==> config.mk <==
export PLATFORM = sky130hd
export DESIGN_NAME = branch_ctrl_flat
export DESIGN_NICKNAME = d
export VERILOG_FILES = /design/src/rtl/branch_pkg.sv /design/src/rtl/branch_ctrl_if.sv /design/src/rtl/ret_stack.sv /design/src/rtl/branch_ctrl.sv /design/src/flat_wrapper.sv
export SDC_FILE = /design/constraint.sdc
export NUM_CORES = 1
export LEC_CHECK = 0
export CAP_MARGIN = 20
export CORE_ASPECT_RATIO = 0.7
export CORE_MARGIN = 1
export CORE_UTILIZATION = 30
export CTS_CLUSTER_DIAMETER = 120
export CTS_CLUSTER_SIZE = 12
export DETAILED_ROUTE_END_ITERATION = 8
export SYNTH_ARGS = -nofsm -noshare
export SYNTH_HDL_FRONTEND = slang
export SYNTH_SLANG_ARGS = --single-unit
==> constraint.sdc <==
create_clock -name Clk -period 1.9 [get_ports Clk]
set_input_delay 0.285 -clock Clk [delete_from_list [all_inputs] [get_ports Clk]]
set_output_delay 0.285 -clock Clk [all_outputs]
set_load 0.01 [all_outputs]
==> src/rtl/branch_pkg.sv <==
// Shared types and constants for the branch sequencing controller.
// Contents: state enum, opcode constants, instruction field layout,
// branch target lookup table and a saturating increment helper.
package branch_pkg;

  localparam int unsigned PC_W    = 10;
  localparam int unsigned INSTR_W = 9;
  localparam int unsigned CNT_W   = 16;
  localparam int unsigned LUT_N   = 16;
  localparam int unsigned STACK_D = 4;

  typedef enum logic [1:0] {
    IDLE   = 2'd0,
    RUN    = 2'd1,
    BUBBLE = 2'd2,
    DONE   = 2'd3
  } state_e;

  localparam logic [2:0]         OP_BRANCH  = 3'b110;
  localparam logic [2:0]         OP_CALL    = 3'b101;
  localparam logic [INSTR_W-1:0] HALT_INSTR = 9'h1FF;

  // Instruction field layout: op | abs | cond | idx
  typedef struct packed {
    logic [2:0] op;
    logic       abs;
    logic       cond;
    logic [3:0] idx;
  } instr_t;

  // Branch targets; relative entries are signed PC_W-bit offsets
  localparam logic [PC_W-1:0] BR_LUT [LUT_N] = '{
    10'd20,  10'h3FD, 10'd5,   10'd0,
    10'd0,   10'd0,   10'd0,   10'd0,
    10'd0,   10'd0,   10'd0,   10'd0,
    10'd0,   10'd0,   10'd0,   10'd0
  };

  // Counters stick at all-ones instead of wrapping
  function automatic logic [CNT_W-1:0] sat_inc(input logic [CNT_W-1:0] v);
    return (&v) ? v : v + CNT_W'(1);
  endfunction

endpackage

==> src/rtl/branch_ctrl_if.sv <==
// Command bus between branch_ctrl (master) and the program counter (slave).
// Signals: ProgCtr (PC value back from PC), PcHold (1 freezes PC),
// BranchAbs/BranchRel (branch kind), Decision (taken), Target (address/offset).
interface branch_ctrl_if;
  import branch_pkg::*;

  logic [PC_W-1:0] ProgCtr;
  logic            PcHold;
  logic            BranchAbs;
  logic            BranchRel;
  logic            Decision;
  logic [PC_W-1:0] Target;

  modport master (
    input  ProgCtr,
    output PcHold, BranchAbs, BranchRel, Decision, Target
  );

  modport slave (
    output ProgCtr,
    input  PcHold, BranchAbs, BranchRel, Decision, Target
  );

endinterface

==> src/rtl/ret_stack.sv <==
// 4-deep return-address LIFO used by CALL/RET.
// Ports: Clk, Reset (sync, active-high), clr_i (empty the stack), push_i,
// pop_i, data_i (address to push), top_o (most recent entry), full_o, empty_o.
// Callers must not push when full or pop when empty.
module ret_stack
  import branch_pkg::*;
(
  input  logic            Clk,
  input  logic            Reset,
  input  logic            clr_i,
  input  logic            push_i,
  input  logic            pop_i,
  input  logic [PC_W-1:0] data_i,
  output logic [PC_W-1:0] top_o,
  output logic            full_o,
  output logic            empty_o
);

  localparam int unsigned PTR_W = $clog2(STACK_D);
  localparam int unsigned CNT_B = $clog2(STACK_D + 1);

  logic [PC_W-1:0]  mem_q [STACK_D];
  logic [CNT_B-1:0] cnt_q, cnt_d;

  assign full_o  = (cnt_q == CNT_B'(STACK_D));
  assign empty_o = (cnt_q == '0);
  assign top_o   = mem_q[PTR_W'(cnt_q - CNT_B'(1))];

  // Occupancy update
  always_comb begin
    cnt_d = cnt_q;
    if (clr_i)                 cnt_d = '0;
    else if (push_i && !full_o) cnt_d = cnt_q + CNT_B'(1);
    else if (pop_i && !empty_o) cnt_d = cnt_q - CNT_B'(1);
  end

  always_ff @(posedge Clk) begin
    if (Reset) cnt_q <= '0;
    else       cnt_q <= cnt_d;
  end

  // Storage needs no reset; only occupied slots are ever read
  always_ff @(posedge Clk) begin
    if (push_i && !full_o && !clr_i) mem_q[PTR_W'(cnt_q)] <= data_i;
  end

endmodule

==> src/rtl/branch_ctrl.sv <==
// Sequencing controller driving the program counter command bus.
// Decodes Instr, resolves branch targets from BR_LUT, inserts a one-cycle
// bubble after each taken branch and reports Done on HALT.
// Ports: Clk, Reset (sync, active-high), Start, Instr, ALU_flag,
// pc (branch_ctrl_if.master), InstrValid, Done, CycleCount, BranchCount,
// StackErr (only with BRANCH_CALL_STACK_EN).
// Optional feature macro: BRANCH_CALL_STACK_EN adds CALL/RET with a
// 4-deep return stack and the sticky StackErr output.
module branch_ctrl
  import branch_pkg::*;
(
  input  logic               Clk,
  input  logic               Reset,
  input  logic               Start,
  input  logic [INSTR_W-1:0] Instr,
  input  logic               ALU_flag,
  branch_ctrl_if.master      pc,
  output logic               InstrValid,
  output logic               Done,
  output logic [CNT_W-1:0]   CycleCount,
  output logic [CNT_W-1:0]   BranchCount
`ifdef BRANCH_CALL_STACK_EN
  ,
  output logic               StackErr
`endif
);

  state_e           state_q, state_d;
  logic [PC_W-1:0]  target_q, target_c;
  logic [CNT_W-1:0] cyc_q, cyc_d;
  logic [CNT_W-1:0] brc_q, brc_d;
  logic             pc_hold_c, babs_c, brel_c, dec_c, ivalid_c, done_c;
  instr_t           ins;

  assign ins = instr_t'(Instr);

`ifdef BRANCH_CALL_STACK_EN
  logic            err_q, err_d;
  logic            stk_push, stk_pop, stk_clr, stk_full, stk_empty;
  logic [PC_W-1:0] stk_top;

  ret_stack u_ret_stack (
    .Clk     (Clk),
    .Reset   (Reset),
    .clr_i   (stk_clr),
    .push_i  (stk_push),
    .pop_i   (stk_pop),
    .data_i  (pc.ProgCtr + PC_W'(1)),
    .top_o   (stk_top),
    .full_o  (stk_full),
    .empty_o (stk_empty)
  );

  assign StackErr = err_q;
`else
  // PC value is only needed for CALL return addresses
  logic unused_progctr;
  assign unused_progctr = ^pc.ProgCtr;
`endif

  // Next state and combinational PC commands
  always_comb begin
    state_d   = state_q;
    target_c  = target_q;
    cyc_d     = cyc_q;
    brc_d     = brc_q;
    pc_hold_c = 1'b1;
    babs_c    = 1'b0;
    brel_c    = 1'b0;
    dec_c     = 1'b0;
    ivalid_c  = 1'b0;
    done_c    = 1'b0;
`ifdef BRANCH_CALL_STACK_EN
    err_d     = err_q;
    stk_push  = 1'b0;
    stk_pop   = 1'b0;
    stk_clr   = 1'b0;
`endif
    case (state_q)
      IDLE: begin
        if (Start) begin
          state_d = RUN;
          cyc_d   = '0;
          brc_d   = '0;
`ifdef BRANCH_CALL_STACK_EN
          err_d   = 1'b0;
          stk_clr = 1'b1;
`endif
        end
      end
      RUN: begin
        pc_hold_c = 1'b0;
        ivalid_c  = 1'b1;
        cyc_d     = sat_inc(cyc_q);
        if (Instr == HALT_INSTR) begin
          pc_hold_c = 1'b1;
          state_d   = DONE;
        end else if (ins.op == OP_BRANCH) begin
          babs_c   = ins.abs;
          brel_c   = ~ins.abs;
          target_c = BR_LUT[ins.idx];
          dec_c    = ~ins.cond | ALU_flag;
          if (dec_c) begin
            brc_d   = sat_inc(brc_q);
            state_d = BUBBLE;
          end
        end
`ifdef BRANCH_CALL_STACK_EN
        else if (ins.op == OP_CALL) begin
          // abs=cond=1 selects RET; stack misuse degrades to NOP
          if ({ins.abs, ins.cond} == 2'b11) begin
            if (stk_empty) begin
              err_d = 1'b1;
            end else begin
              stk_pop  = 1'b1;
              babs_c   = 1'b1;
              dec_c    = 1'b1;
              target_c = stk_top;
              brc_d    = sat_inc(brc_q);
              state_d  = BUBBLE;
            end
          end else begin
            if (stk_full) begin
              err_d = 1'b1;
            end else begin
              stk_push = 1'b1;
              babs_c   = 1'b1;
              dec_c    = 1'b1;
              target_c = BR_LUT[ins.idx];
              brc_d    = sat_inc(brc_q);
              state_d  = BUBBLE;
            end
          end
        end
`endif
      end
      BUBBLE: begin
        state_d = RUN;
      end
      DONE: begin
        done_c = 1'b1;
        if (!Start) state_d = IDLE;
      end
      default: state_d = IDLE;
    endcase
  end

  // State and counter registers
  always_ff @(posedge Clk) begin
    if (Reset) begin
      state_q  <= IDLE;
      target_q <= '0;
      cyc_q    <= '0;
      brc_q    <= '0;
`ifdef BRANCH_CALL_STACK_EN
      err_q    <= 1'b0;
`endif
    end else begin
      state_q  <= state_d;
      target_q <= target_c;
      cyc_q    <= cyc_d;
      brc_q    <= brc_d;
`ifdef BRANCH_CALL_STACK_EN
      err_q    <= err_d;
`endif
    end
  end

  assign pc.PcHold    = pc_hold_c;
  assign pc.BranchAbs = babs_c;
  assign pc.BranchRel = brel_c;
  assign pc.Decision  = dec_c;
  assign pc.Target    = target_c;
  assign InstrValid   = ivalid_c;
  assign Done         = done_c;
  assign CycleCount   = cyc_q;
  assign BranchCount  = brc_q;

endmodule

==> src/flat_wrapper.sv <==
// flat-port wrapper written by rule: the top's interface ports become plain ports
module branch_ctrl_flat import branch_pkg::*;
  (Clk, Reset, Start, Instr, ALU_flag, InstrValid, Done, CycleCount, BranchCount, pc_ProgCtr, pc_PcHold, pc_BranchAbs, pc_BranchRel, pc_Decision, pc_Target);
  branch_ctrl_if pc_i ();
  input  logic Clk;
  input  logic Reset;
  input  logic Start;
  input  logic [INSTR_W-1:0] Instr;
  input  logic ALU_flag;
  output logic InstrValid;
  output logic Done;
  output logic [CNT_W-1:0] CycleCount;
  output logic [CNT_W-1:0] BranchCount;
  input wire logic [$bits(pc_i.ProgCtr)-1:0] pc_ProgCtr;
  output wire logic [$bits(pc_i.PcHold)-1:0] pc_PcHold;
  output wire logic [$bits(pc_i.BranchAbs)-1:0] pc_BranchAbs;
  output wire logic [$bits(pc_i.BranchRel)-1:0] pc_BranchRel;
  output wire logic [$bits(pc_i.Decision)-1:0] pc_Decision;
  output wire logic [$bits(pc_i.Target)-1:0] pc_Target;
  assign pc_i.ProgCtr = pc_ProgCtr;
  assign pc_PcHold = pc_i.PcHold;
  assign pc_BranchAbs = pc_i.BranchAbs;
  assign pc_BranchRel = pc_i.BranchRel;
  assign pc_Decision = pc_i.Decision;
  assign pc_Target = pc_i.Target;
  branch_ctrl u_core (.Clk(Clk), .Reset(Reset), .Start(Start), .Instr(Instr), .ALU_flag(ALU_flag), .pc(pc_i), .InstrValid(InstrValid), .Done(Done), .CycleCount(CycleCount), .BranchCount(BranchCount));
endmodule
# == Word level (Yosys, flattened, before mapping) ==
# Memories as Yosys holds them, arrays and structs flattened.
# Index checks and enable logic that the tools add are counted.
# totals
output_inout_bits,48
elab_cells,65
register_bits,44
rom_bits,160
mem_count,1
# mem_list
name,words,width,read_ports,rd_ports_with_merged_regs,write_ports,line_no,source
(no name shown),16,10,1,0,0,branch_ctrl.sv:101,target_c = BR_LUT[ins.idx];
# op_classes
bitwise_logic,4
n_mux,32
add_sub_neg,2
eq_ne,14
reduce_logical,7
n_lt_le_gt_ge,1
# op_table
op,count
$mux 16,6
$pmux 16 s2,2
$mux 10,5
$add 16x1->16 const B,2
$reduce_and 16->1,2
$mux 1,13
$mux 2,5
$ne 2x2->1 const B,5
$eq 9x9->1 const B,1
$pmux 2 s4,1
$ne 3x1->1 const B,2
$reduce_and 6->1,1
$ge 5x5->1 const B,1
$not 4->5,1
$eq 2x2->1 const B,2
$ne 2x1->1 const B,2
$reduce_and 4->1,1
$eq 3x3->1 const B,1
$reduce_and 3->1,1
$eq 2x1->1 const B,1
$logic_not 2->1,1
$not 1->1,2
$reduce_bool 2->1,1
$or 1x1->1,1

# == Longest topological paths before layout ==
# Gate-level depths: netlist of run 1.
# depth
word_depth,7
depth_mapped,7
depth_no_buf,6

# == Worst setup path after synthesis of run 1 ==
# Ideal clock, no wire load.
# synth_path
kind,register -> register
from,register u_core.brc_q[0] (netlist: u_core.BranchCount[0])
to,register u_core.brc_q[14] (netlist: u_core.BranchCount[14])
setup_slack_ps,149
arrival_time_ps,1689
path_stages_with_launch,7
cell_sequence,dfxtp_1 > ha_1 > and3_1 > nand4_1 > nand3_1 > or4_1 > nand3_1
# synth_via
elab_chain_cells,6
word_cells_on_any_way,9
# synth_rtl
item,line_no,source
start: declaration,branch_ctrl.sv:31,"logic [CNT_W-1:0] brc_q, brc_d;"
start signal: assignment,branch_ctrl.sv:162,brc_q <= brc_d;
$add 16x1->16,branch_pkg.sv:41,return (&v) ? v : v + CNT_W'(1);
$mux 16,branch_pkg.sv:41,
$mux 16,branch_ctrl.sv:103,if (dec_c) begin
$mux 16,branch_ctrl.sv:98,end else if (ins.op == OP_BRANCH) begin
$mux 16,branch_ctrl.sv:95,if (Instr == HALT_INSTR) begin
$pmux 16 s2,branch_ctrl.sv:79,case (state_q)
# Several ways; a longest one is shown, not always the timed one. The select of a mux whose other input is x is not followed.
# A chain may end at the register's enable or synchronous reset.

# == Worst setup path in the final report of run 1 ==
# layout_path
from,register u_core.state_q[1]
to,output pc_Target[2]
# layout_via
elab_chain_cells,2
# layout_rtl
item,line_no,source
start: declaration,branch_ctrl.sv:28,"state_e state_q, state_d;"
start signal: assignment,branch_ctrl.sv:159,state_q <= state_d;
$eq 2x1->1,--,
$mux 10,branch_ctrl.sv:79,
end: declaration,flat_wrapper.sv:19,output wire logic [$bits(pc_i.Target)-1:0] pc_Target;
# Every way passes these cells.

==> metrics.md, run 1 <==
| Metric | Value |
|---|---|
| Status | `complete, but fails checks` |
| Failing checks | `setup timing` |
| Dpl hpwl | `between 5000 and 6000 um` |
| DRT antenna net count | `0` |
| Max-Cap Viols | `0` |
| Placed insts | `a little under 500` |
| Pins over their slew limit | `0` |
| Critical path launch point type | `flop` |
| Layout cells sized above 1 | `27.9%` |
| Worst Reg2Reg Path Length in Cells | `6` |
| Num ports | `about 70` |
| Final core area utilization | `about 49%` |
| Clock root buffer | `clkbuf_8` |
| Antenna diode count | `0` |
| Setup violations, final | `8` |
| Clk slew on worst S/H paths | `about 0.080 ns` |
| Syn-to-layout area delta | `53.3%` |
| Largest net degree at the start of global routing | `13` |
| DR DRC count | `0` |
| Maximum VDD drop | `just under 0.3 mV` |
| Die ar. | `0.00826 mm2` |
| Share of the synthesized area in the top cell type | `a little under two fifths` |
| Final period utilization | `108%` |
| Vias in the first global route | `2390` |
| Clock sink count | `44` |
| CORE AREA | `approximately 0.0074 mm2` |
| Commonest register cell after synthesis | `dfxtp_1` |
| Initial antenna violation count | `0` |
| Worst r2r src | `u_core.CycleCount[7]$_SDFFE_PP0P_` |
| Final hold vios | `0` |
| Mapped Area | `between 0.002 and 0.0025 mm2` |
| GRT overflow | `0` |
| CTS tree | `yes` |
| Clock latency on the worst-skew pair | `about 0.3 ns` |
| Required @ worst endpoint | `roughly 1.6 ns` |
| Clock buffer count from CTS | `5` |
| Die W | `approximately 110 um` |
| Global Route Usage Sum | `~18%` |
| Vias/cell | `slightly above 5` |
| Worst clock skew | `around 0.0081 ns` |
| #FFs+latches synth | `44` |
| Reg2Reg Capture Point | `u_core.CycleCount[6]$_SDFFE_PP0P_` |
| Final std cells w/o fill | `around 500` |
| Fmax | `around 490 MHz` |
| Syn nets | `around 300` |
| Layout Nets | `428` |
| Pleak | `approximately 1.6 nW` |
| Setup ws final | `-0.156 ns` |
| Hold Path Class | `reg -> reg` |
| Top cells by area, synth | `dfxtp_1, nor2_1, and3_1, nand3_1, a21oi_1` |
| CP Capture Point | `pc_Target[2]` |
| Setup CP Type | `reg -> out` |
| Syn Area/Cell | `approximately 8.6 um2` |
| Power per Cell Area | `between 500 and 600 mW/mm2` |
| Pre-antenna DRT Iters | `4` |
| Top-count cell post-synth | `dfxtp_1` |
| Sequential area share after synthesis | `between 30% and 40%` |
| Crit. End Element | `primary output` |
| Final WL | `just over 7000 um` |
| Row cnt | `26` |
| Slew margin rel. | `between 70% and 80%` |
| Max clock buf depth | `2` |
| First-pass GRT wire length | `11800 um` |
| Top post-synthesis cells by count | `dfxtp_1, nor2_1, nand2_1, nand3_1` |
| Routability congestion estimate from global placement | `0.812` |
| Initial Util | `a little under a third` |
| Yosys cell types | `60` |
| IO buf count | `60` |
| DR iter-0 viols | `148` |
| Ys Warns | `0` |
| CP max FO | `4` |
| # H-tree levels | `2` |
| Post-Syn Instances | `around 270` |
| Post-synth EDFFs | `0` |
| Chip height | `76.3 um` |
| Via count | `2509` |
| Arr. time, crit path | `about 1.8 ns` |
| RSZ-0062 raised after global routing | `true` |
| Filler instances | `just over 700` |
| CP startpoint | `u_core.state_q[1]$_SDFFE_PP0P_` |
| Final min period | `between 2 and 2.5 ns` |
| Average wire per standard cell | `~14 um` |
| Asr flop ratio synth | `0%` |
| Hold_ws | `~0.50 ns` |
| Least-Margin Pin Slew | `~0.38 ns` |
| Area leader, netlist | `dfxtp_1` |
| R2R setup slack | `between 0.1 and 0.15 ns` |
==> per-layer routing <==
metal / share of wire (%) / wire length (um) / GRT usage, % / up-vias
li1: - / - / - / 1269
met1: 52 / 3660 / 26.0 / 1167
met2: 41 / 2910 / 26.2 / 66
met3: 5.9 / 418 / 4.02 / 7
met4: 1.0 / 72 / 4.52 / 0
met5: 0 / 0 / 0 / -
==> per-stage QoR <==
stage | power (W) | setup TNS [ns] | cell area [um2] | setup slack (ns)
after floorplan | 0.00109 | 0 | 2370 | 0.149
after global placement | 0.00124 | -9.38 | 3470 | -0.642
after detailed placement | 0.00124 | -10.30 | 3470 | -0.715
after CTS | 0.00186 | -0.670 | 3610 | -0.138
after global routing | 0.00193 | -1.31 | 3630 | -0.204
final | 0.00185 | -0.707 | 3630 | -0.156
==> cell type report <==
cell class | instances | area (um2) | area share (%)
clock buffer | 8 | 90.1 | 2.48
multi-input combinational | 212 | 1430 | 39.5
sequential | 44 | 883 | 24.3
tap | 98 | 123 | 3.38
inverter | 7 | 30.0 | 0.827
timing repair buffer | 130 | 1070 | 29.5
==> worst min-delay path by stage <==
stage	start	to	slack, ns	depth (start not counted)
after detailed placement	u_core.BranchCount[15]$_SDFFE_PP0P_	u_core.BranchCount[15]$_SDFFE_PP0P_	0.50	1
after global placement	u_core.CycleCount[10]$_SDFFE_PP0P_	u_core.CycleCount[10]$_SDFFE_PP0P_	0.49	1
after global routing	u_core.BranchCount[15]$_SDFFE_PP0P_	u_core.BranchCount[15]$_SDFFE_PP0P_	0.53	1
after CTS	u_core.BranchCount[15]$_SDFFE_PP0P_	u_core.BranchCount[15]$_SDFFE_PP0P_	0.51	1
after floorplan	Start	u_core.state_q[0]$_SDFFE_PP0P_	0.45	2
final	u_core.BranchCount[15]$_SDFFE_PP0P_	u_core.BranchCount[15]$_SDFFE_PP0P_	0.50	1
==> sequential cells by signal (all words and copies together), names as in the netlist <==
| signal | flops |
|---|---|
| u_core.BranchCount | 16 |
| u_core.CycleCount | 16 |
| u_core.target_q | 10 |
| u_core.state_q | 2 |
==> report_power, final <==
| part | internal, W | switching, W |
|---|---|---|
| registers | 0.000931 | 0.00000599 |
| logic | 0.000147 | 0.000146 |
| clock network | 0.000297 | 0.000321 |
| total | 0.00137 | 0.000473 |
==> what timing repair did <==
| action | CTS | global route |
|---|---|---|
| gates cloned | 0 | 0 |
| gates resized for setup | 61 | 12 |
| pin swaps | 4 | 6 |
| hold buffers | 0 | 0 |
| endpoints found under the setup margin | 16 | 29 |
| setup buffers | 10 | 1 |
| endpoints found under the hold margin | 0 | 0 |
==> kinds of logic (layout without fill, tap and decap cells) <==
group,Yosys count,after routing,synth area share [%]
AO/OA/AOI/OAI,77,77,23.6
XOR/XNOR,6,6,2.22
adder cells (fa/ha/maj),5,5,2.64
buffers and inverters,18,145,3.96
flip-flops,44,44,37.2
multiplexers,3,3,1.32
AND/OR/NAND/NOR,121,121,29.0
==> worst max-delay path, cell delays in order, from the launching register on <==
cell	delay (ns)
dfxtp_2	0.33
nand2b_4	0.13
or2_4	0.27
buf_4	0.15
buf_4	0.13
o41ai_2	0.26
buf_2	0.20
==> cell usage in the layout, fill, tap and decap left out, drive strengths merged, types with 5 or more instances in the layout <==
cell type / n
nand2: 16
ha: 5
and2: 6
inv: 6
a21o: 6
and3: 13
and4: 6
buf: 82
dfxtp: 44
nand4: 9
a21oi: 16
clkdlybuf4s50: 40
nor2: 27
clkbuf: 9
dlygate4sd2: 5
o21ai: 16
and2b: 6
nand3: 16
Power figures use the tool's default switching activity.
==> inputs of run 2 (changes only) <==
==> constraint.sdc (replaced) <==
create_clock -name Clk -period 2.11 [get_ports Clk]
set_input_delay 0.3165 -clock Clk [delete_from_list [all_inputs] [get_ports Clk]]
set_output_delay 0.3165 -clock Clk [all_outputs]
set_load 0.01 [all_outputs]
==> run 2 against run 1 <==
  * Critical path depth unchanged
  * Total power decreased by 13%
  * Wire length decreased by 1.0%
  * Sequential power decreased by 9.8%
  * Register-to-register slack improved by 0.03 ns
  * Die area unchanged
  * Sequential share of layout area increased by 1.5 points
  * Critical path type is now in -> out
  * Cell count decreased by 6.0%
  * Non-clock buffer count decreased by 29
  * The flow now finishes without violations
==> metrics.md, run 2 (synthesized netlist as in run 1, its figures left out) <==
| Metric | Value |
|---|---|
| Status | `completed` |
| Sequential power share | `52.7% (+2.0 points)` |
| Clock sink count | `44 (unchanged)` |
| DR iter-0 viols | `92 (-38%)` |
| Fmax | `488 MHz` |
| Worst clock skew | `0.0117 ns (+0.00359 ns)` |
| Layout cells sized above 1 | `20.5% (-7.4 points)` |
| Chip height | `76.3 um (unchanged)` |
| Worst Reg2Reg Path Length in Cells | `6 (unchanged)` |
| Row cnt | `26 (unchanged)` |
| Switching Fraction | `26.0% (+0.37 points)` |
| Pleak | `1.42 nW (-11%)` |
| CORE AREA | `0.00745 mm2 (unchanged)` |
| Maximum VDD drop | `0.254 mV (-13%)` |
| # H-tree levels | `2 (unchanged)` |
| CP max FO | `5 (+1)` |
| Final core area utilization | `45.9% (-2.9 points)` |
| Critical path launch point type | `input port` |
| First-pass GRT wire length | `11400 um (-2.9%)` |
| CTS tree | `yes` |
| Setup ws final | `0.0606 ns (+0.216 ns)` |
| Hold Path Cell Cnt | `2 (+1)` |
| Final period utilization | `97.1%` |
| Via count | `2437 (-2.9%)` |
| Average wire per standard cell | `14.9 um (+5.3%)` |
| Vias/cell | `5.20 (+3.3%)` |
| Power per Cell Area | `470 mW/mm2 (-7.8%)` |
| Layout Nets | `399 (-6.8%)` |
| Reg2Reg Capture Point | `u_core.CycleCount[0]$_SDFFE_PP0P_` |
| Least-Margin Pin Slew | `0.528 ns (+0.143 ns)` |
| Hold_sp | `u_core.BranchCount[14]$_SDFFE_PP0P_` |
| Initial Util | `31.8% (unchanged)` |
| Final hold vios | `0 (unchanged)` |
| Pre-CTS setup slack | `-0.534 ns (+0.181 ns)` |
| Setup violations, final | `0 (-8)` |
| DRT antenna net count | `0 (unchanged)` |
| Global Route Usage Sum | `17.4% (-0.49 points)` |
| Largest net degree at the start of global routing | `13 (unchanged)` |
| Crit. End Element | `primary output` |
| Clock latency on the worst-skew pair | `0.30 ns (about the same)` |
| Setup CP Type | `in -> out` |
| Clock root buffer | `clkbuf_8` |
| Placed cell areas | `0.00328 mm2 (-5.7%)` |
| Clock buffer count from CTS | `5 (unchanged)` |
| Sw power | `0.000416 W (-12%)` |
| Max clock buf depth | `2 (unchanged)` |
| Hold path endpoint | `u_core.BranchCount[14]$_SDFFE_PP0P_` |
| Hold Path Class | `reg -> reg` |
| Vias in the first global route | `2306 (-3.5%)` |
| CP cell instances | `dlygate4sd2_1 -> nand3b_1 -> or2_4 -> buf_4 -> o41ai_2 -> clkdlybuf4s15_1` |
| GRT overflow | `0 (unchanged)` |
| Final min period | `roughly 2.0 ns` |
| Antenna diode count | `0 (unchanged)` |
| Num ports | `71 (unchanged)` |
| DR DRC count | `0 (unchanged)` |
| Post-route cell area | `0.00342 mm2 (-5.9%)` |
| IO buf count | `60 (unchanged)` |
| Max stage delay cell, worst path | `clkdlybuf4s15_1` |
| Die ar. | `0.00826 mm2 (unchanged)` |
| Required @ worst endpoint | `1.79 ns (+0.17 ns)` |
| Worst r2r src | `u_core.CycleCount[1]$_SDFFE_PP0P_` |
| Commonest non-fill, non-tap cells in the layout | `clkdlybuf4s50_1, dfxtp_1, buf_4, nor2_1` |
| Pre-antenna DRT Iters | `4 (unchanged)` |
| Initial antenna violation count | `0 (unchanged)` |
| Commonest non-fill, non-tap cell in the layout | `clkdlybuf4s50_1` |
| Comb pwr share | `15.8% (about the same)` |
| Pins over their slew limit | `0 (unchanged)` |
| Cts hold-fix bufs | `0 (unchanged)` |
| Clk slew on worst S/H paths | `0.08 ns (about the same)` |
| Clock power frac | `31.6% (-1.9 points)` |
| CP Buf/Inv Count | `3 (unchanged)` |
| R2R setup slack | `0.17 ns (+0.03 ns)` |
| Routability congestion estimate from global placement | `0.781 (-3.8%)` |
| Filler instances | `726 (+1.8%)` |
| Dpl hpwl | `5220 um (-4.0%)` |
| Max-Cap Viols | `0 (unchanged)` |
| Die W | `108 um (unchanged)` |
| Slew margin rel. | `64.5% (-9.8 points)` |
| Syn-to-layout area delta | `44.3%` |
| Final WL | `6980 um (-1.0%)` |
| Internal power | `0.00119 W (-14%)` |
| Crit path max-delay family | `buffers and inverters` |
| Max incr delay on CP | `0.30 ns (-0.03 ns)` |
| Arr. time, crit path | `1.73 ns (-0.04 ns)` |
[run 2: cell types whose count changed in the layout (fill, tap and decap cells not counted), moves of 2 or more]
cell,before,now
clkdlybuf4s50_1,40,44
buf_2,12,6
clkdlybuf4s15_1,0,2
buf_4,67,40
dlymetal6s2s_1,2,0
buf_6,3,0
[run 2: power by group through the flow]
| stage | Clock (W) | Combinational (W) | Sequential (W) |
|---|---|---|---|
| floorplan | 0 | 0.000113 | 0.000870 |
| global placement | 0 | 0.000241 | 0.000863 |
| detailed placement | 0 | 0.000242 | 0.000864 |
| CTS | 0.000531 | 0.000246 | 0.000845 |
| global route | 0.000575 | 0.000272 | 0.000846 |
| finish | 0.000506 | 0.000253 | 0.000845 |
[run 2: cell type report]
type                    count  area, um2  area share (%)
clock buffers               6       72.6            2.12
well taps                  98        123            3.59
flip-flops and latches     44        883            25.9
repair buffers            101        873            25.6
inverters                   7       30.0           0.879
multi-input cells         212       1430            41.8
clock inverters             1       5.00           0.147
[run 2: how the worst max path moves through the flow]
stage	cells after the start	start	to
detailed placement	6	Instr[6]	pc_Target[6]
global route	6	u_core.state_q[1]$_SDFFE_PP0P_	pc_Target[5]
CTS	7	u_core.state_q[1]$_SDFFE_PP0P_	pc_Target[6]
floorplan	6	u_core.BranchCount[0]$_SDFFE_PP0P_	u_core.BranchCount[14]$_SDFFE_PP0P_
finish	6	Instr[6]	pc_Target[4]
global placement	6	Instr[6]	pc_Target[9]
[run 2: worst reg2reg max path, cell delays in order, from the launching register on]
cell,delay [ns]
dfxtp_1,0.40
ha_1,0.22
and3_1,0.20
and3_1,0.39
nand2_1,0.18
a21oi_2,0.30
mux2_2,0.20
[run 2: repair_timing]
item / in CTS / in global routing
endpoints found under the setup margin: 14 / 14
pin swaps: 4 / 2
setup buffers: 7 / 3
gates resized for setup: 43 / 10
[run 2: routing by layer]
metal  track usage (%)  vias up  share of wire [%]
met3              4.19        5                5.9
met4              4.11        0               0.70
met5                 0        -                  0
met2              25.6       77                 43
met1              25.2     1135                 51
li1                  -     1220                  -
[run 2: per-stage QoR]
step / std cells / TNS [ns] / total power (W) / hold WS, ns
final: 469 / 0 / 0.00160 / 0.520
after global routing: 469 / -0.00987 / 0.00169 / 0.544
after CTS: 467 / -0.0683 / 0.00162 / 0.522
after detailed placement: 453 / -5.80 / 0.00111 / 0.499
after global placement: 453 / -5.35 / 0.00110 / 0.495
after floorplan: 274 / 0 / 0.000983 / 0.479
==> inputs of run 3 (changes only) <==
--- a/config.mk
+++ b/config.mk
@@ -8,10 +8,11 @@
 export CAP_MARGIN = 20
 export CORE_ASPECT_RATIO = 0.7
 export CORE_MARGIN = 1
-export CORE_UTILIZATION = 30
+export CORE_UTILIZATION = 47
 export CTS_CLUSTER_DIAMETER = 120
 export CTS_CLUSTER_SIZE = 12
 export DETAILED_ROUTE_END_ITERATION = 8
+export PLACE_DENSITY = 0.8
 export SYNTH_ARGS = -nofsm -noshare
 export SYNTH_HDL_FRONTEND = slang
 export SYNTH_SLANG_ARGS = --single-unit
==> run 3 against run 2 <==
  * Maximum frequency fell by 0.76%
  * Clock power is 10% higher
  * Critical path depth rose by 2
  * Sequential share of layout area is essentially flat
  * Clock-buffer cell count is 1 higher
  * Combinational power is essentially flat
  * Register-to-register slack is essentially flat
  * Non-clock buffer count is 1 lower
  * Via count grew 3.1%
  * Global-route usage is 7.1 points higher
  * Cell area fell by 0.26%
  * Largest cell class unchanged
==> metrics.md, run 3 (synthesized netlist as in run 1, its figures left out) <==
| Metric | Value |
|---|---|
| Final period utilization | `97.9% (+0.75 points)` |
| Via count | `2513 (+3.1%)` |
| Least-Margin Pin Slew | `0.563 ns (+0.0355 ns)` |
| Antenna diode count | `0 (unchanged)` |
| Die W | `86.8 um (-20%)` |
| Hold Path Cell Cnt | `1 (-1)` |
| Maximum VDD drop | `0.391 mV (+54%)` |
| Vias/cell | `5.70 (+9.7%)` |
| Hold Path Class | `reg -> reg` |
| Clk slew on worst S/H paths | `0.08 ns (about the same)` |
| Layout Nets | `399 (unchanged)` |
| Crit. End Element | `primary output` |
| Hold path endpoint | `u_core.BranchCount[15]$_SDFFE_PP0P_` |
| Routability congestion estimate from global placement | `0.887 (+13%)` |
| Post-route cell area | `0.00341 mm2 (-0.26%)` |
| Clock buffer count from CTS | `5 (unchanged)` |
| Max-Cap Viols | `0 (unchanged)` |
| Worst r2r src | `u_core.CycleCount[0]$_SDFFE_PP0P_` |
| Max clock buf depth | `2 (unchanged)` |
| CORE AREA | `0.00481 mm2 (-35%)` |
| Initial antenna violation count | `0 (unchanged)` |
| Final min period | `2.07 ns (+0.0158 ns)` |
| Syn-to-layout area delta | `43.9%` |
| Worst Reg2Reg Path Length in Cells | `6 (unchanged)` |
| IO buf count | `60 (unchanged)` |
| CP max FO | `3 (-2)` |
| R2R setup slack | `0.17 ns (about the same)` |
| Reg2Reg Capture Point | `u_core.CycleCount[15]$_SDFFE_PP0P_` |
| Pre-antenna DRT Iters | `4 (unchanged)` |
| Vias in the first global route | `2160 (-6.3%)` |
| Hold_ws | `0.499 ns (-0.0213 ns)` |
| Final hold vios | `0 (unchanged)` |
| Cts hold-fix bufs | `0 (unchanged)` |
| DR iter-0 viols | `199 (+120%)` |
| DRT antenna net count | `0 (unchanged)` |
| CTS tree | `yes` |
| First-pass GRT wire length | `9980 um (-13%)` |
| Worst clock skew | `0.00583 ns (-0.00590 ns)` |
| Row cnt | `21 (-19%)` |
| Slew margin rel. | `62.2% (-2.4 points)` |
| Setup ws final | `0.0448 ns (-0.0158 ns)` |
| GRT overflow | `0 (unchanged)` |
| Dpl hpwl | `4790 um (-8.2%)` |
| Setup CP Type | `in -> out` |
| Clock latency on the worst-skew pair | `0.30 ns (about the same)` |
| Num ports | `71 (unchanged)` |
| Fmax | `484 MHz (-0.76%)` |
| Power per Cell Area | `487 mW/mm2 (+3.6%)` |
| DR DRC count | `0 (unchanged)` |
| # H-tree levels | `2 (unchanged)` |
| Pins over their slew limit | `0 (unchanged)` |
| Arr. time, crit path | `1.75 ns (+0.02 ns)` |
| Hold_sp | `u_core.BranchCount[15]$_SDFFE_PP0P_` |
| Required @ worst endpoint | `1.79 ns (about the same)` |
| Setup violations, final | `0 (unchanged)` |
| Critical path launch point type | `input port` |
| Status | `completed` |
| Initial Util | `49.2% (+17 points)` |
| Commonest non-fill, non-tap cells in the layout | `clkdlybuf4s50_1, dfxtp_1, buf_4, nor2_1` |
| Largest net degree at the start of global routing | `14 (+1)` |
| Pre-CTS setup slack | `-0.540 ns (-0.00663 ns)` |
| Final core area utilization | `70.9% (+25 points)` |
| Placed cell areas | `0.00321 mm2 (-1.9%)` |
| Average wire per standard cell | `15.3 um (+2.6%)` |
| Chip height | `61.4 um (-20%)` |
| Clock sink count | `44 (unchanged)` |
| Pleak | `1.44 nW (+2.0%)` |
| Die ar. | `0.00533 mm2 (-35%)` |
| Final WL | `6740 um (-3.5%)` |
| Global Route Usage Sum | `24.5% (+7.1 points)` |
| Clock root buffer | `clkbuf_8` |
| RSZ-0062 raised after global routing | `true` |
| Layout cells sized above 1 | `20.2% (-0.32 points)` |
[run 3: worst max-delay path by stage]
| stage | cells past startpoint | from | slack, ns | end |
|---|---|---|---|---|
| final | 8 | Instr[6] | 0.04 | pc_Target[6] |
| after global routing | 7 | u_core.state_q[1]$_SDFFE_PP0P_ | -0.04 | pc_Target[6] |
| after CTS | 6 | Instr[6] | 0.0003 | pc_BranchRel |
| after detailed placement | 6 | Instr[6] | -0.54 | pc_Target[9] |
| after global placement | 6 | Instr[6] | -0.48 | pc_Target[8] |
| after floorplan | 6 | u_core.BranchCount[0]$_SDFFE_PP0P_ | 0.36 | u_core.BranchCount[14]$_SDFFE_PP0P_ |
[run 3: power by group]
group,switching [W],internal [W]
clock,0.000293,0.000266
sequential,0.00000776,0.000838
combinational,0.000131,0.000122
[run 3: cell type report]
| class | count | area (um2) |
|---|---|---|
| Clock inverter | 1 | 7.51 |
| Timing Repair Buffer | 100 | 866 |
| Inverter | 7 | 26.3 |
| Tap cell | 69 | 86.3 |
| Sequential cell | 44 | 882 |
| Clock buffer | 7 | 86.3 |
| Multi-Input combinational cell | 213 | 1450 |
| Fill cell | 392 | 1400 |
[run 3: what timing repair did]
action	in CTS	in global routing
cloned	0	1
setup endpoints to repair	14	23
gates resized for setup	34	14
buffers inserted	7	3
pin swaps	3	2
[run 3: critical path, cell delays in order]
cell	delay (ns)
dlygate4sd2_1	0.24
nand3b_1	0.18
or2_4	0.29
nor4b_4	0.23
buf_4	0.17
buf_6	0.09
a21o_1	0.10
buf_2	0.13
[run 3: routing by layer]
metal  vias up  GRT usage [%]  share of wire (%)
met3         7           4.69                6.7
met5         -              0                  0
met2        94           39.0                 45
li1       1221              -                  -
met4         0           7.86               0.89
met1      1191           33.9                 48
[run 3: metrics by stage]
| step | power (W) | cells | setup TNS [ns] |
|---|---|---|---|
| detailed placement | 0.00110 | 422 | -5.83 |
| finish | 0.00166 | 441 | 0 |
| global route | 0.00174 | 441 | -0.121 |
| global placement | 0.00110 | 422 | -5.24 |
| floorplan | 0.000983 | 274 | 0 |
| CTS | 0.00165 | 437 | 0 |
